==> src/rtl/inj_scan_seq_core.sv <==
// inj_scan_seq_core
// Mask-scan sequencer. For every mask step it kicks an SPI configuration
// shift, waits for it to finish, strobes pixel load, idles for a settle time,
// then fires a train of injection pulses, each followed by a delayed trigger
// pulse. Injection trains pause while the readout FIFO is full.
//
// Ports:
//   CLK, RST            clock, asynchronous active-high reset
//   START               one-cycle pulse; starts a scan and latches CONF_*
//   ABORT               level; returns to IDLE from any active state
//   CONF_MASK_STEPS     mask steps per scan (0 behaves as 1)
//   CONF_INJ_REPEAT     injections per step (0 = none)
//   CONF_INJ_PERIOD     cycles between injection starts
//   CONF_TRIG_DELAY     cycles from INJ_START to TRIG_START
//   CONF_SETTLE         idle cycles between LD_PULSE and first injection
//   SPI_START/SPI_DONE  handshake with the SPI master
//   LD_PULSE            pixel load strobe
//   INJ_START           start pulse for the injection pulse generator
//   TRIG_START          start pulse for the trigger pulse generator
//   FIFO_FULL           readout backpressure
//   BUSY, DONE          status; DONE pulses on normal completion only
//   MASK_STEP           current step index (0-based)
//   INJ_COUNT           injections completed in the current step
module inj_scan_seq_core #(
  parameter int STEP_W = 8,
  parameter int INJ_W  = 16,
  parameter int DLY_W  = 16
) (
  input  logic              CLK,
  input  logic              RST,
  input  logic              START,
  input  logic              ABORT,
  input  logic [STEP_W-1:0] CONF_MASK_STEPS,
  input  logic [INJ_W-1:0]  CONF_INJ_REPEAT,
  input  logic [DLY_W-1:0]  CONF_INJ_PERIOD,
  input  logic [DLY_W-1:0]  CONF_TRIG_DELAY,
  input  logic [DLY_W-1:0]  CONF_SETTLE,
  output logic              SPI_START,
  input  logic              SPI_DONE,
  output logic              LD_PULSE,
  output logic              INJ_START,
  output logic              TRIG_START,
  input  logic              FIFO_FULL,
  output logic              BUSY,
  output logic              DONE,
  output logic [STEP_W-1:0] MASK_STEP,
  output logic [INJ_W-1:0]  INJ_COUNT
);

  typedef enum logic [3:0] {
    S_IDLE, S_CONF, S_WAIT_SPI, S_LOAD, S_SETTLE, S_INJ, S_HOLD, S_NEXT, S_FINISH
  } state_t;

  state_t            state;
  logic [STEP_W-1:0] steps_eff;
  logic [INJ_W-1:0]  inj_rep;
  logic [DLY_W-1:0]  period_last;  // last phase value of one injection period
  logic [DLY_W-1:0]  trig_dly;
  logic [DLY_W-1:0]  settle;
  logic [DLY_W-1:0]  settle_cnt;
  logic [DLY_W-1:0]  phase;

  // Effective period is max(PERIOD, TRIG_DELAY+1) so every trigger lands
  // inside its own injection period; stored as period-1 to keep DLY_W bits.
  logic [DLY_W:0]    trig_p1;
  logic [DLY_W-1:0]  conf_period_last;
  assign trig_p1          = {1'b0, CONF_TRIG_DELAY} + (DLY_W+1)'(1);
  assign conf_period_last = ({1'b0, CONF_INJ_PERIOD} > trig_p1) ?
                            CONF_INJ_PERIOD - DLY_W'(1) : CONF_TRIG_DELAY;

  logic [INJ_W-1:0]  inj_cnt_nxt;
  logic [DLY_W-1:0]  phase_inc;
  logic              step_last;
  assign inj_cnt_nxt = INJ_COUNT + INJ_W'(1);
  assign phase_inc   = phase + DLY_W'(1);
  // One extra bit so the last step of a full-range scan cannot wrap.
  assign step_last   = ({1'b0, MASK_STEP} + (STEP_W+1)'(1)) == {1'b0, steps_eff};

  always_ff @(posedge CLK or posedge RST) begin
    if (RST) begin
      state       <= S_IDLE;
      steps_eff   <= '0;
      inj_rep     <= '0;
      period_last <= '0;
      trig_dly    <= '0;
      settle      <= '0;
      settle_cnt  <= '0;
      phase       <= '0;
      SPI_START   <= 1'b0;
      LD_PULSE    <= 1'b0;
      INJ_START   <= 1'b0;
      TRIG_START  <= 1'b0;
      BUSY        <= 1'b0;
      DONE        <= 1'b0;
      MASK_STEP   <= '0;
      INJ_COUNT   <= '0;
    end else begin
      // Pulse outputs are high only in the cycle the FSM enters the
      // corresponding state/phase.
      SPI_START  <= 1'b0;
      LD_PULSE   <= 1'b0;
      INJ_START  <= 1'b0;
      TRIG_START <= 1'b0;
      DONE       <= 1'b0;
      if (ABORT && state != S_IDLE) begin
        state <= S_IDLE;
        BUSY  <= 1'b0;
      end else begin
        case (state)
          S_IDLE: if (START && !ABORT) begin
            steps_eff   <= (CONF_MASK_STEPS == '0) ? STEP_W'(1) : CONF_MASK_STEPS;
            inj_rep     <= CONF_INJ_REPEAT;
            period_last <= conf_period_last;
            trig_dly    <= CONF_TRIG_DELAY;
            settle      <= CONF_SETTLE;
            MASK_STEP   <= '0;
            INJ_COUNT   <= '0;
            BUSY        <= 1'b1;
            SPI_START   <= 1'b1;
            state       <= S_CONF;
          end
          S_CONF: state <= S_WAIT_SPI;
          S_WAIT_SPI: if (SPI_DONE) begin
            LD_PULSE <= 1'b1;
            state    <= S_LOAD;
          end
          S_LOAD: begin
            settle_cnt <= settle;
            if (settle != '0) begin
              state <= S_SETTLE;
            end else if (inj_rep == '0) begin
              state <= S_NEXT;
            end else begin
              state      <= S_INJ;
              phase      <= '0;
              INJ_START  <= 1'b1;
              TRIG_START <= (trig_dly == '0);
            end
          end
          S_SETTLE: begin
            // Entered with settle_cnt = settle, so this state lasts exactly
            // `settle` cycles.
            if (settle_cnt != DLY_W'(1)) begin
              settle_cnt <= settle_cnt - DLY_W'(1);
            end else if (inj_rep == '0) begin
              state <= S_NEXT;
            end else begin
              state      <= S_INJ;
              phase      <= '0;
              INJ_START  <= 1'b1;
              TRIG_START <= (trig_dly == '0);
            end
          end
          S_INJ: begin
            if (phase == period_last) begin
              INJ_COUNT <= inj_cnt_nxt;
              if (inj_cnt_nxt == inj_rep) begin
                state <= S_NEXT;
              end else if (FIFO_FULL) begin
                state <= S_HOLD;
              end else begin
                phase      <= '0;
                INJ_START  <= 1'b1;
                TRIG_START <= (trig_dly == '0);
              end
            end else begin
              // FIFO_FULL is only looked at on period boundaries, so a
              // trigger already owed is never dropped.
              phase      <= phase_inc;
              TRIG_START <= (phase_inc == trig_dly);
            end
          end
          S_HOLD: if (!FIFO_FULL) begin
            state      <= S_INJ;
            phase      <= '0;
            INJ_START  <= 1'b1;
            TRIG_START <= (trig_dly == '0);
          end
          S_NEXT: begin
            INJ_COUNT <= '0;
            if (step_last) begin
              DONE  <= 1'b1;
              state <= S_FINISH;
            end else begin
              MASK_STEP <= MASK_STEP + STEP_W'(1);
              SPI_START <= 1'b1;
              state     <= S_CONF;
            end
          end
          S_FINISH: begin
            BUSY  <= 1'b0;
            state <= S_IDLE;
          end
          default: begin
            BUSY  <= 1'b0;
            state <= S_IDLE;
          end
        endcase
      end
    end
  end

endmodule

==> config.mk <==
export PLATFORM = sky130hd
export DESIGN_NAME = inj_scan_seq_core
export DESIGN_NICKNAME = d
export VERILOG_FILES = /design/src/rtl/inj_scan_seq_core.sv
export SDC_FILE = /design/constraint.sdc
export NUM_CORES = 1
export LEC_CHECK = 0
export ABC_AREA = 1
export CAP_MARGIN = 20
export CORE_MARGIN = 3
export CORE_UTILIZATION = 35
export CTS_CLUSTER_SIZE = 12
export DETAILED_ROUTE_END_ITERATION = 10
export PLACE_DENSITY = 0.56
export REMOVE_ABC_BUFFERS = 1
export SYNTH_ARGS = -nofsm -noshare
export SYNTH_HDL_FRONTEND = slang
export SYNTH_SLANG_ARGS = --single-unit
export TNS_END_PERCENT = 5
==> constraint.sdc <==
create_clock -name CLK -period 4.69 [get_ports CLK]
set_clock_uncertainty 0.1 [all_clocks]
set_input_delay 0.7035 -clock CLK [delete_from_list [all_inputs] [get_ports CLK]]
set_output_delay 0.7035 -clock CLK [all_outputs]
set_load 0.005 [all_outputs]
==> results of run 1 <==
-- worst min-delay path: cells and delay by family, from the launching register on --
kind | cells | cell delay, ns
and+or+nand+nor | 2 | 0.11
DFF | 1 | 0.36
-- through the flow --
step | hold slack, ns | utilization, %
floorplan | 0.355 | -
global placement | 0.377 | 41.0
detailed placement | 0.384 | 41.0
CTS | 0.399 | 43.2
global route | 0.422 | 43.3
finish | 0.394 | 43.3
-- state kept, by name, indices dropped and copies added (netlist names) --
| name | cells |
|---|---|
| BUSY | 1 |
| DONE | 1 |
| INJ_COUNT | 16 |
| INJ_START | 1 |
| LD_PULSE | 1 |
| MASK_STEP | 8 |
| SPI_START | 1 |
| TRIG_START | 1 |
| inj_rep | 16 |
| period_last | 16 |
| phase | 16 |
| settle | 16 |
| settle_cnt | 16 |
| state | 4 |
| steps_eff | 8 |
| trig_dly | 16 |
-- layer usage --
layer | part of all wire (%) | GRT usage (%) | vias to the layer above
met3 | 4.2 | 2.84 | 16
li1 | - | - | 4591
met5 | 0 | 0 | -
met4 | 0.98 | 3.77 | 0
met2 | 45 | 29.6 | 189
met1 | 50 | 27.0 | 4178
-- cell usage after synthesis (4+ instances only) --
cell / n
sky130_fd_sc_hd__a21oi_1: 22
sky130_fd_sc_hd__buf_2: 15
sky130_fd_sc_hd__buf_4: 6
sky130_fd_sc_hd__clkbuf_1: 9
sky130_fd_sc_hd__dfrtp_1: 138
sky130_fd_sc_hd__ha_1: 23
sky130_fd_sc_hd__inv_1: 164
sky130_fd_sc_hd__inv_2: 7
sky130_fd_sc_hd__nand2_1: 458
sky130_fd_sc_hd__nand2_2: 9
sky130_fd_sc_hd__nand3_1: 98
sky130_fd_sc_hd__nand3b_1: 8
sky130_fd_sc_hd__nand4_1: 21
sky130_fd_sc_hd__nor2_1: 116
sky130_fd_sc_hd__nor2_2: 4
sky130_fd_sc_hd__nor2_4: 7
sky130_fd_sc_hd__nor3_1: 18
sky130_fd_sc_hd__nor4_1: 9
sky130_fd_sc_hd__o21ai_0: 101
sky130_fd_sc_hd__o21ai_1: 5
sky130_fd_sc_hd__o21bai_1: 12
sky130_fd_sc_hd__o22ai_1: 28
sky130_fd_sc_hd__or2_2: 4
sky130_fd_sc_hd__xnor2_1: 7
sky130_fd_sc_hd__xnor3_1: 4
sky130_fd_sc_hd__xor2_1: 35
-- worst max path at each step --
stage | endpoint | slack (ns) | cells after the start
6_report | period_last[1] | 1.0 | 20
4_1_cts | period_last[1] | 0.97 | 20
3_3_place_gp | period_last[14] | 0.57 | 20
3_5_place_dp | period_last[1] | 0.52 | 20
2_1_floorplan | period_last[10] | -0.62 | 10
5_1_grt | period_last[1] | 0.58 | 22
-- area by class of cell --
type | count | area (um^2) | share of cell area, %
inverters | 173 | 657 | 5.79
multi-input cells | 1018 | 5090 | 44.9
well taps | 335 | 419 | 3.70
flip-flops and latches | 138 | 3450 | 30.4
clock buffers | 18 | 439 | 3.87
clock inverters | 13 | 120 | 1.06
repair buffers | 117 | 1170 | 10.3
-- cells by family after synthesis --
group	after synthesis	share of synthesized area, %
xor+xnor	46	4.88
flops	138	36.8
simple gates	765	35.1
buf+inv	208	9.09
mux	1	0.107
fa+ha+maj	23	3.07
compound gates	183	10.9
-- power by group through the flow --
stage | Sequential (uW) | Combinational (uW) | Clock, uW
6_report | 1940 | 2240 | 1320
5_1_grt | 1990 | 2610 | 1400
4_1_cts | 1940 | 2270 | 1350
3_5_place_dp | 1950 | 2260 | 0
3_3_place_gp | 1950 | 2240 | 0
2_1_floorplan | 1840 | 1620 | 0
==> results list, run 1 <==
- Of all nets on the critical path, the largest fanout is 11.
* Arrival @ worst endpoint: 3.91 ns
* Power share of the clock group: 24.1%
- Dividing the synthesized area by the synthesized cell count gives 6.88 um^2.
- Setup slack closes at 1.00 ns.
* Final count of negative-setup-slack endpoints: 0
- The total overflow left after global routing is 0.
- Grouping stages by cell kind, the critical path spends the most delay in simple AND/OR/NAND/NOR gates.
- Placer congestion estimate: 0.850
- The number of max-slew violations in the final report was 0.
* Final standard cell area without fillers: 11300 um^2
- Worst setup path startpoint: CONF_TRIG_DELAY[0]
- Post-synthesis cell type with the largest combined area: sky130_fd_sc_hd__dfrtp_1
- Final clock period utilization by the worst path: 78.7%
- The clock drives 138 sinks.
- STA classifies the critical path startpoint as an input pin.
* Global router's overall resource usage: 18.6%
* Detailed-placement wirelength estimate: 19000 um
* Class of the most critical hold timing path: register to register
- In this run the critical register-to-register path is launched from state[2].
* Remaining antenna violation count: 0
* Top_reg_cell synth: sky130_fd_sc_hd__dfrtp_1
* R2R setup slack: 1.73 ns
- The worst-case IR drop observed on VDD is 0.342 mV.
- The count of buffers added on input and output ports is 107.
* Synth Register Bits: 138
- Crit-path slowest cell: sky130_fd_sc_hd__clkdlybuf4s50_1
- The total count of hold-check failures in the final report was 0.
* Final critical-path required period: 3.69 ns
- Die boundary height: 170 um
* Clock root buffer: sky130_fd_sc_hd__clkbuf_16
- The critical path goes through clkdlybuf4s50_1 > inv_1 > nor3_1 > nand3_1 > nor3_1 > nand3_1 > nor2_1 > nand2_1 > xor2_1 > ha_1 > nand4_1 > nor2_1 > nand2_1 > nand2_1 > inv_1 > nand2_1 > nor2_1 > buf_4 > o21ai_0 > nand2_1.
* Worst Hold Depth: 2
* Capture endpoint of the worst hold path: settle[7]
- Including well taps, the total number of placed cells is 1780.
- Net switching component of the power: 2360 uW
- Initial antenna violation count: 0
- The final layout contains routed wiring with a total length of 25900 um.
* Startpoint of the lowest-slack hold path: settle[7]
- The mapped netlist covers 9390 um^2.
* Cell-internal power: 3140 uW
* Number of enable-type register cells in the synthesized netlist: 0
* Reg clk slew, reported paths: 0.07 ns
* Horizontal extent of the die: 170 um
* Top achievable clock speed: 271 MHz
* Sequential element share of the synthesized area: 36.8%
- Most repeated library cell on the critical path: sky130_fd_sc_hd__nand2_1
* Starting DRC count in detailed routing: 592
* Run status: complete, no violations
* P per Cell Area: 485 nW/um^2
- Overall via count from detail_route: 8974
* Worst Max-Slew Pin Slew: 0.900 ns
- For this run, the number of Yosys warnings is 0.
* Top cells by area, synth: sky130_fd_sc_hd__dfrtp_1 (37%), sky130_fd_sc_hd__nand2_1 (18%), sky130_fd_sc_hd__inv_1 (6.6%), sky130_fd_sc_hd__o21ai_0 (5.4%), sky130_fd_sc_hd__nand3_1 (5.2%)
- Number of buffers inserted by hold repair at cts: 0
- The worst setup path is captured at a register.
- Placed cell area: 10800 um^2
- Fraction of final layout cells sized beyond drive strength 1: 5.69%
- Leaving out fill and tap cells, the most frequent cell in the layout is sky130_fd_sc_hd__nand2_1.
* Overall die area: 28800 um^2
- Counting along the longest clock path gives a buffer depth of 2.
- The library cells used most frequently in the layout, excluding fill and tap cells, are sky130_fd_sc_hd__nand2_1 (458), sky130_fd_sc_hd__inv_1 (163), sky130_fd_sc_hd__dfrtp_1 (138), sky130_fd_sc_hd__nor2_1 (115), sky130_fd_sc_hd__clkdlybuf4s50_1 (107).
* Core area: 26200 um^2
- Pre-CTS setup slack: 0.517 ns
* Synth Instances: 1364
* Number of cells in the finished layout apart from fillers: 1812
* # DRC: 0
* Area growth, synth to finish: 20.8%
- The number of global-route vias before repair was 8683.
- Max-slew headroom: 39.6%
- By startpoint and endpoint, the worst setup path is classified as input pin to register.
* Largest net degree at the start of global routing: 113
* Fraction of synthesis flops using an asynchronous set or reset pin: 100%
- The design draws 5500 uW.
- Setup repair after global routing missed its margin: no
- Count of buffer and inverter cells on the critical path: 4
* Share of Yosys cell area claimed by the top area cell type: 36.8%
- Count of filler cells inserted in the layout: 2699
- Data required time at the worst endpoint: 4.91 ns
- 0 antenna diodes ended up in the layout.
- CTS tree: built
* H-tree levels: 4
- Counting the buffers created by CTS gives 17.
- In this run switching power makes up 42.9% of total power.
- The worst register-to-register path has a depth of 14.
- For this run, the post-layout net count is 1566.
* Number of distinct standard cells referenced by the synthesized netlist: 51
- Accumulated negative setup slack: 0 ns
* CP max stage delay: 0.52 ns
- Post-CTS repair changed the size of 0 cells.
- The share of total power dissipated in combinational logic is 40.7%.
* First-pass GRT wire length: 43700 um
- Starting utilization of the core area: 35.8%
* Setup repair bufs after CTS: 0
- After floorplanning, the core was divided into 59 placement rows.
* Relative contribution of sequential cells to total power: 35.2%
- Cell leakage power: 0.00535 uW
- Routed wirelength normalized by instance count: 14.3 um
- Worst reg2reg path endpoint: period_last[1]
- During I/O placement, the number of pins put on the boundary was 108.
- Clock latency on the worst-skew pair, taken at its later pin, is 0.44 ns.
- Max Cap Viol: 0
- Per-cell via count in the routed design: 4.95
- Before antenna repair, the detailed router went through 5 iterations.
(Power assumes the default switching activity.)
==> inputs of run 2 (changes only) <==
clock period = 3 ns   (was 4.69 ns; I/O delays follow)
==> run 2 against run 1 <==
  * Core utilization increased by 2.1 points
  * Total power is 62% higher
  * Count of clock-buffer cells in the layout did not move
  * Via count up 2.0%
  * Design area increased by 4.9%
  * Clock power is 64% higher
  * Sequential cell count is the same
  * Critical endpoint is now period_last[2]
  * Largest cell class unchanged
==> results list, run 2 (synthesis results as in run 1) <==
- The run finished with clean final reports.
* Final standard cell area without fillers: 11900 um^2
* Count of filler cells inserted in the layout: 2664
- Overall die area: 28800 um^2
- For the worst setup path, the data arrival time is 3.01 ns.
* Reg clk slew, reported paths: 0.06 ns
- For the final routed database, the setup TNS stands at 0 ns.
* Horizontal extent of the die: 170 um
- Leading cell type in the layout, fill and taps excluded: sky130_fd_sc_hd__nand2_1
* Area growth, synth to finish: 26.7%
- In this run the clock root is driven by a sky130_fd_sc_hd__clkbuf_16.
* Category of the most critical setup path: input pin to register
- The startpoint identified for the worst register-to-register timing path is state[2].
* Largest net degree at the start of global routing: 83
- Of the total power, the share spent switching nets is 42.2%.
- Clock network latency to the later pin of the worst-skew pair: 0.43 ns
- Max-slew headroom: 60.1%
- Worst Hold Depth: 4
* R2R setup slack: 0.32 ns
* Final count of negative-setup-slack endpoints: 0
- Cell-internal power: 5140 uW
* Max Cap Viol: 0
- The tightest min-delay check is of the input pin to register type.
- Using the TritonRoute via totals, the vias-per-cell ratio works out to 4.91.
- The number of global-route vias before repair was 8644.
- Cell count of the worst reg-to-reg path: 13
- P per Cell Area: 748 nW/um^2
- Initial antenna violation count: 0
* Endpoint type of the worst setup path: register
* Startpoint of the lowest-slack hold path: CONF_TRIG_DELAY[0]
* First drt pass iteration count: 5
- For this run, the post-layout net count is 1615.
* Antenna Diode Count: 0
* Data required time at the worst endpoint: 3.22 ns
- Of the total power, combinational logic draws 41.7%.
* Port-buffer cells: 107
- Starting utilization of the core area: 35.8%
- Final critical-path required period: 2.79 ns
- In this run the remaining antenna-violating nets after routing total 0.
- Placer congestion estimate: 0.844
* Global router's overall resource usage: 18.4%
- After the first detailed-routing iteration, the DRC count stood at 578.
- The detailed router placed 9151 vias in this run.
* First-pass GRT wire length: 43200 um
- Counting every sink on the clock net gives 138.
* CP startpoint kind: input pin
* Fin. max-slew vios: 0
- Along the worst path, the maximum fanout reaches 6.
- Among all stages on the critical path, the largest delay is contributed by sky130_fd_sc_hd__clkdlybuf4s50_1.
- Net switching component of the power: 3750 uW
- The worst path meets setup with 0.208 ns of slack.
* Relative contribution of sequential cells to total power: 34.0%
* Fraction of final layout cells sized beyond drive strength 1: 10.4%
- Reg area: 3450 um^2
- After detailed routing, the number of remaining DRC violations is 0.
- Placement Rows: 59
- Top achievable clock speed: 358 MHz
* H-tree levels: 4
- 108 I/O pins were placed.
* Placed cell area: 11100 um^2
- Counting along the longest clock path gives a buffer depth of 2.
* Wirelength, routed: 26300 um
- Worst reg2reg path endpoint: MASK_STEP[3]
- Commonest non-fill, non-tap cells in the layout: sky130_fd_sc_hd__nand2_1 (454), sky130_fd_sc_hd__inv_1 (162), sky130_fd_sc_hd__dfrtp_1 (138), sky130_fd_sc_hd__nor2_1 (110), sky130_fd_sc_hd__clkdlybuf4s50_1 (102)
- Walking the worst path, the cells encountered are clkdlybuf4s50_1 > nand2_1 > nor3_2 > nand3_2 > nor2_2 > nand2_1 > xor2_1 > ha_1 > nand4_1 > nor2_1 > nand2_1 > nand2_2 > inv_1 > nand2_2 > nor2_4 > buf_6 > o21ai_1 > nand2_1.
- Buffers inserted during clock tree synthesis total 17.
- The total count of hold-check failures in the final report is 0.
- Most repeated library cell on the critical path: sky130_fd_sc_hd__nand2_1
* Worst Max-Slew Pin Slew: 0.593 ns
- Grt ovf: 0
- In this run, the clock network consumes 24.3% of the power.
- For hold timing, the worst endpoint is trig_dly[0].
- The worst-case IR drop observed on VDD is 0.492 mV.
- Dividing the detail-routed wire length by the instance count gives 14.1 um.
- Number of buffers inserted by hold repair at cts: 0
- CTS tree: built
- Detailed-placement wirelength estimate: 19700 um
- Cell leakage power: 0.00565 uW
* Final clock period utilization by the worst path: 93.1%
- Die boundary height: 170 um
- The core region is 26200 um^2.
* Pre-CTS setup slack: -0.722 ns
* CP max stage delay: 0.54 ns
- Multi-input gate area in the final layout: 5210 um^2
* Count of buffer and inverter cells on the critical path: 3
* Cell family contributing the most delay on the critical path: simple AND/OR/NAND/NOR gates
[run 2: how the worst max path moves through the flow]
| stage | startpoint | endpoint | slack, ns | cells past startpoint |
|---|---|---|---|---|
| after floorplan | state[0] | period_last[10] | -2.29 | 14 |
| after global placement | CONF_TRIG_DELAY[0] | period_last[12] | -0.66 | 20 |
| after detailed placement | CONF_TRIG_DELAY[0] | period_last[4] | -0.72 | 20 |
| after CTS | CONF_TRIG_DELAY[3] | period_last[3] | 0.09 | 20 |
| after global routing | CONF_TRIG_DELAY[5] | period_last[13] | -0.06 | 17 |
| final | CONF_TRIG_DELAY[5] | period_last[2] | 0.21 | 18 |
[run 2: per-layer routing]
metal / global-route usage, % / vias to the layer above / wire [um]
met5: 0 / - / 0
met4: 3.95 / 0 / 280
met3: 2.59 / 26 / 979
met2: 29.9 / 196 / 12100
met1: 26.1 / 4237 / 12900
li1: - / 4692 / -
[run 2: layout make-up]
| class | count | area share, % |
|---|---|---|
| well taps | 335 | 3.52 |
| inverters | 173 | 5.52 |
| clock buffers | 18 | 3.61 |
| multi-input cells | 1018 | 43.8 |
| flip-flops and latches | 138 | 29.0 |
| clock inverters | 14 | 1.35 |
| repair buffers | 166 | 13.1 |
[run 2: worst min-delay path, delay by kind of cell]
family	cells	cell delay (ns)
buffers and inverters	2	0.21
AO/OA/AOI/OAI	1	0.06
AND/OR/NAND/NOR	1	0.05
[run 2: power by group through the flow]
stage / sequential (uW) / clock [uW] / combinational, uW
global placement: 3040 / 0 / 3630
CTS: 3020 / 2200 / 3740
global route: 3100 / 2280 / 4270
floorplan: 2880 / 0 / 2540
detailed placement: 3040 / 0 / 3670
finish: 3020 / 2160 / 3710
[run 2: through the flow]
stage / util [%] / power (uW) / cells / hold slack, ns
3_3_place_gp: 42.5 / 6670 / 1825 / 0.373
4_1_cts: 45.0 / 8960 / 1859 / 0.338
2_1_floorplan: - / 5420 / 1329 / 0.355
5_1_grt: 45.4 / 9650 / 1862 / 0.316
6_report: 45.4 / 8890 / 1862 / 0.298
3_5_place_dp: 42.5 / 6710 / 1825 / 0.381
[run 2: timing repair]
| item | in CTS | in global routing |
|---|---|---|
| gates cloned | 1 | 1 |
| pin swaps | 11 | 15 |
| buffers inserted | 1 | 2 |
| resized for setup | 34 | 29 |
| endpoints found under the setup margin | 16 | 16 |
==> inputs of run 3 (changes only) <==
SETUP_SLACK_MARGIN = 0.02   (was not set)
==> run 3 against run 2 <==
  * Combinational power about the same
  * Largest power group unchanged
  * Core utilization about the same
  * Setup slack gained 0.0011 ns
==> results list, run 3 (synthesis results as in run 1) <==
- Run status: complete, no violations
- Top achievable clock speed: 358 MHz
- Largest buffer count on any clock path: 2
* Combinational power share: 41.7%
- The critical path in this run is classified as input pin to register.
- The worst setup path is launched from an input pin.
* Starting DRC count in detailed routing: 563
* Port-buffer cells: 107
- Cell family contributing the most delay on the critical path: simple AND/OR/NAND/NOR gates
- For this run, the detailed router's first-pass iteration total came to 5.
- The wire-length estimate of the detail-placed layout is 19700 um.
- The floorplan step set the die width to 170 um.
- Worst Hold Depth: 4
- Of all nets on the critical path, the largest fanout is 6.
- Overall die area: 28800 um^2
- Global router's overall resource usage: 18.4%
- Remaining antenna violation count: 0
- Cell count of the worst reg-to-reg path: 13
* Clock network latency to the later pin of the worst-skew pair: 0.43 ns
- In this run the power spent charging and discharging nets is 3750 uW.
* Reg clk slew, reported paths: 0.06 ns
- For this run, design rule violations remaining after detail routing come to 0.
- 108 I/O pins were placed.
- Counting I/O delays and the setup requirement, the final critical path takes 2.79 ns.
* Data required time at the worst endpoint: 3.21 ns
- Clock root buffer: sky130_fd_sc_hd__clkbuf_16
- Cell leakage power: 0.00565 uW
- The total count of hold-check failures in the final report is 0.
* Layout Utilization: 45.4%
* Pre-CTS setup slack: -0.722 ns
- The number of antenna violations at the first check in global routing is 0.
- Data on the critical path arrives at its endpoint at 3.00 ns.
- Final count of negative-setup-slack endpoints: 0
- The top cell types in the final layout, fill and taps aside, are sky130_fd_sc_hd__nand2_1 (454), sky130_fd_sc_hd__inv_1 (162), sky130_fd_sc_hd__dfrtp_1 (138), sky130_fd_sc_hd__nor2_1 (110), sky130_fd_sc_hd__clkdlybuf4s50_1 (102).
* Starting utilization of the core area: 35.8%
* First-pass GRT wire length: 43200 um
- Total clock buffers created by CTS: 17
- CTS saw 138 sinks.
- Counting stages on the worst path, the most repeated cell is sky130_fd_sc_hd__nand2_1.
- Placed cell area: 11100 um^2
- In the routed layout, each cell is associated on average with a via count of 4.89.
- In the final routed layout, each cell accounts on average for 14.1 um.
* # nets final: 1615
- Largest net degree at the start of global routing: 83
- The clock network is responsible for 24.3% of the overall power.
- Startpoint of the lowest-slack hold path: CONF_TRIG_DELAY[0]
* Class of the most critical hold timing path: input pin to register
- VDD sags by at most 0.492 mV.
- The endpoint identified for the worst register-to-register timing path is MASK_STEP[3].
- On the critical path, the stage with the largest delay is an instance of sky130_fd_sc_hd__clkdlybuf4s50_1.
* H-tree levels: 4
- R2R setup slack: 0.32 ns
* Fin. max-slew vios: 0
- Number of cells in the finished layout apart from fillers: 1862
* Area growth, synth to finish: 26.8%
* Placer congestion estimate: 0.844
- Wirelength, routed: 26300 um
- Relative contribution of sequential cells to total power: 34.0%
- The filler cells instantiated in the layout total 2666.
* Antenna Diode Count: 0
- Number of buffers inserted by hold repair at cts: 0
- Internal power comes to 5140 uW.
- Count of buffer and inverter cells on the critical path: 3
- CTS tree: built
* Accumulated negative setup slack: 0 ns
* Worst Max-Slew Pin Slew: 0.593 ns
- After layout, the worst path uses 93.0% of the clock period.
* Die boundary height: 170 um
- Capture endpoint of the worst hold path: trig_dly[0]
- Measured against its own limit, the worst slew margin works out to 60.1%.
- Overall via count from detail_route: 9112
- CP max stage delay: 0.55 ns
- Summing all non-filler instances in the final layout gives an area of 11900 um^2.
- R2R Path Start: state[2]
- Leading cell type in the layout, fill and taps excluded: sky130_fd_sc_hd__nand2_1
- Power spread over the standard cell area amounts to 747 nW/um^2.
- Grt ovf: 0
- Placement Rows: 59
* Least setup slack across all paths after layout: 0.210 ns
* Vias in the first global route: 8644
- After detailed placement, the design holds a cell count of 1825.
- The post-route netlist has 10.4% of its cells at a drive strength greater than 1.
- Ordered list of cells on the worst path: clkdlybuf4s50_1 > nand2_1 > nor3_4 > nand3_2 > nor2_2 > nand2_1 > xor2_1 > ha_1 > nand4_1 > nor2_1 > nand2_1 > nand2_2 > inv_1 > nand2_2 > nor2_4 > buf_6 > o21ai_1 > nand2_1
- Endpoint type of the worst setup path: register
- Max Cap Viol: 0
* Core area: 26200 um^2
- Switching Share: 42.2%
## run 3: cell count changes in the layout (fill, tap and decap cells not counted)
cell | before | now
sky130_fd_sc_hd__nor3_4 | 2 | 3
sky130_fd_sc_hd__dlygate4sd2_1 | 2 | 1
sky130_fd_sc_hd__nor3_2 | 4 | 3
sky130_fd_sc_hd__clkdlybuf4s15_1 | 0 | 1
## run 3: how the worst max path moves through the flow
stage / start / to / slack (ns) / cells past startpoint
6_report: CONF_TRIG_DELAY[5] / period_last[2] / 0.21 / 18
5_1_grt: CONF_TRIG_DELAY[5] / period_last[13] / -0.03 / 17
4_1_cts: CONF_TRIG_DELAY[3] / period_last[3] / 0.09 / 20
3_5_place_dp: CONF_TRIG_DELAY[0] / period_last[4] / -0.72 / 20
3_3_place_gp: CONF_TRIG_DELAY[0] / period_last[12] / -0.66 / 20
2_1_floorplan: state[0] / period_last[10] / -2.29 / 14
## run 3: final cells by class
type	instances	area (um^2)	area share (%)
multi-input cells	1018	5220	43.9
flip-flops and latches	138	3450	29.0
clock inverters	14	160	1.35
well taps	335	419	3.52
clock buffers	18	429	3.61
repair buffers	166	1570	13.1
inverters	173	657	5.52
## run 3: worst min-delay path: cells and delay by family
kind | cells | cell delay [ns]
simple gates | 1 | 0.05
buf+inv | 2 | 0.21
compound gates | 1 | 0.06
## run 3: timing repair
item	CTS	global route
gates resized for setup	34	31
endpoints found under the setup margin	16	16
hold endpoints to repair	0	0
gates cloned	1	1
buffers inserted	1	2
pin swaps	11	16
## run 3: power groups by stage
| stage | clock, uW | combinational, uW | sequential, uW |
|---|---|---|---|
| 5_1_grt | 2280 | 4270 | 3100 |
| 4_1_cts | 2200 | 3740 | 3020 |
| 6_report | 2160 | 3710 | 3020 |
| 2_1_floorplan | 0 | 2540 | 2880 |
| 3_3_place_gp | 0 | 3630 | 3040 |
| 3_5_place_dp | 0 | 3670 | 3040 |
## run 3: per-stage QoR
step                      power (uW)  hold WS (ns)
after floorplan                 5420         0.355
after global placement          6670         0.373
after detailed placement        6710         0.381
after CTS                       8960         0.338
after global routing            9650         0.316
final                           8890         0.300
## run 3: metal layers
metal,up-vias,GRT usage [%],part of all wire [%]
met3,19,2.59,3.6
li1,4697,-,-
met4,0,3.95,0.92
met5,-,0,0
met2,189,29.9,46
met1,4207,26.1,49
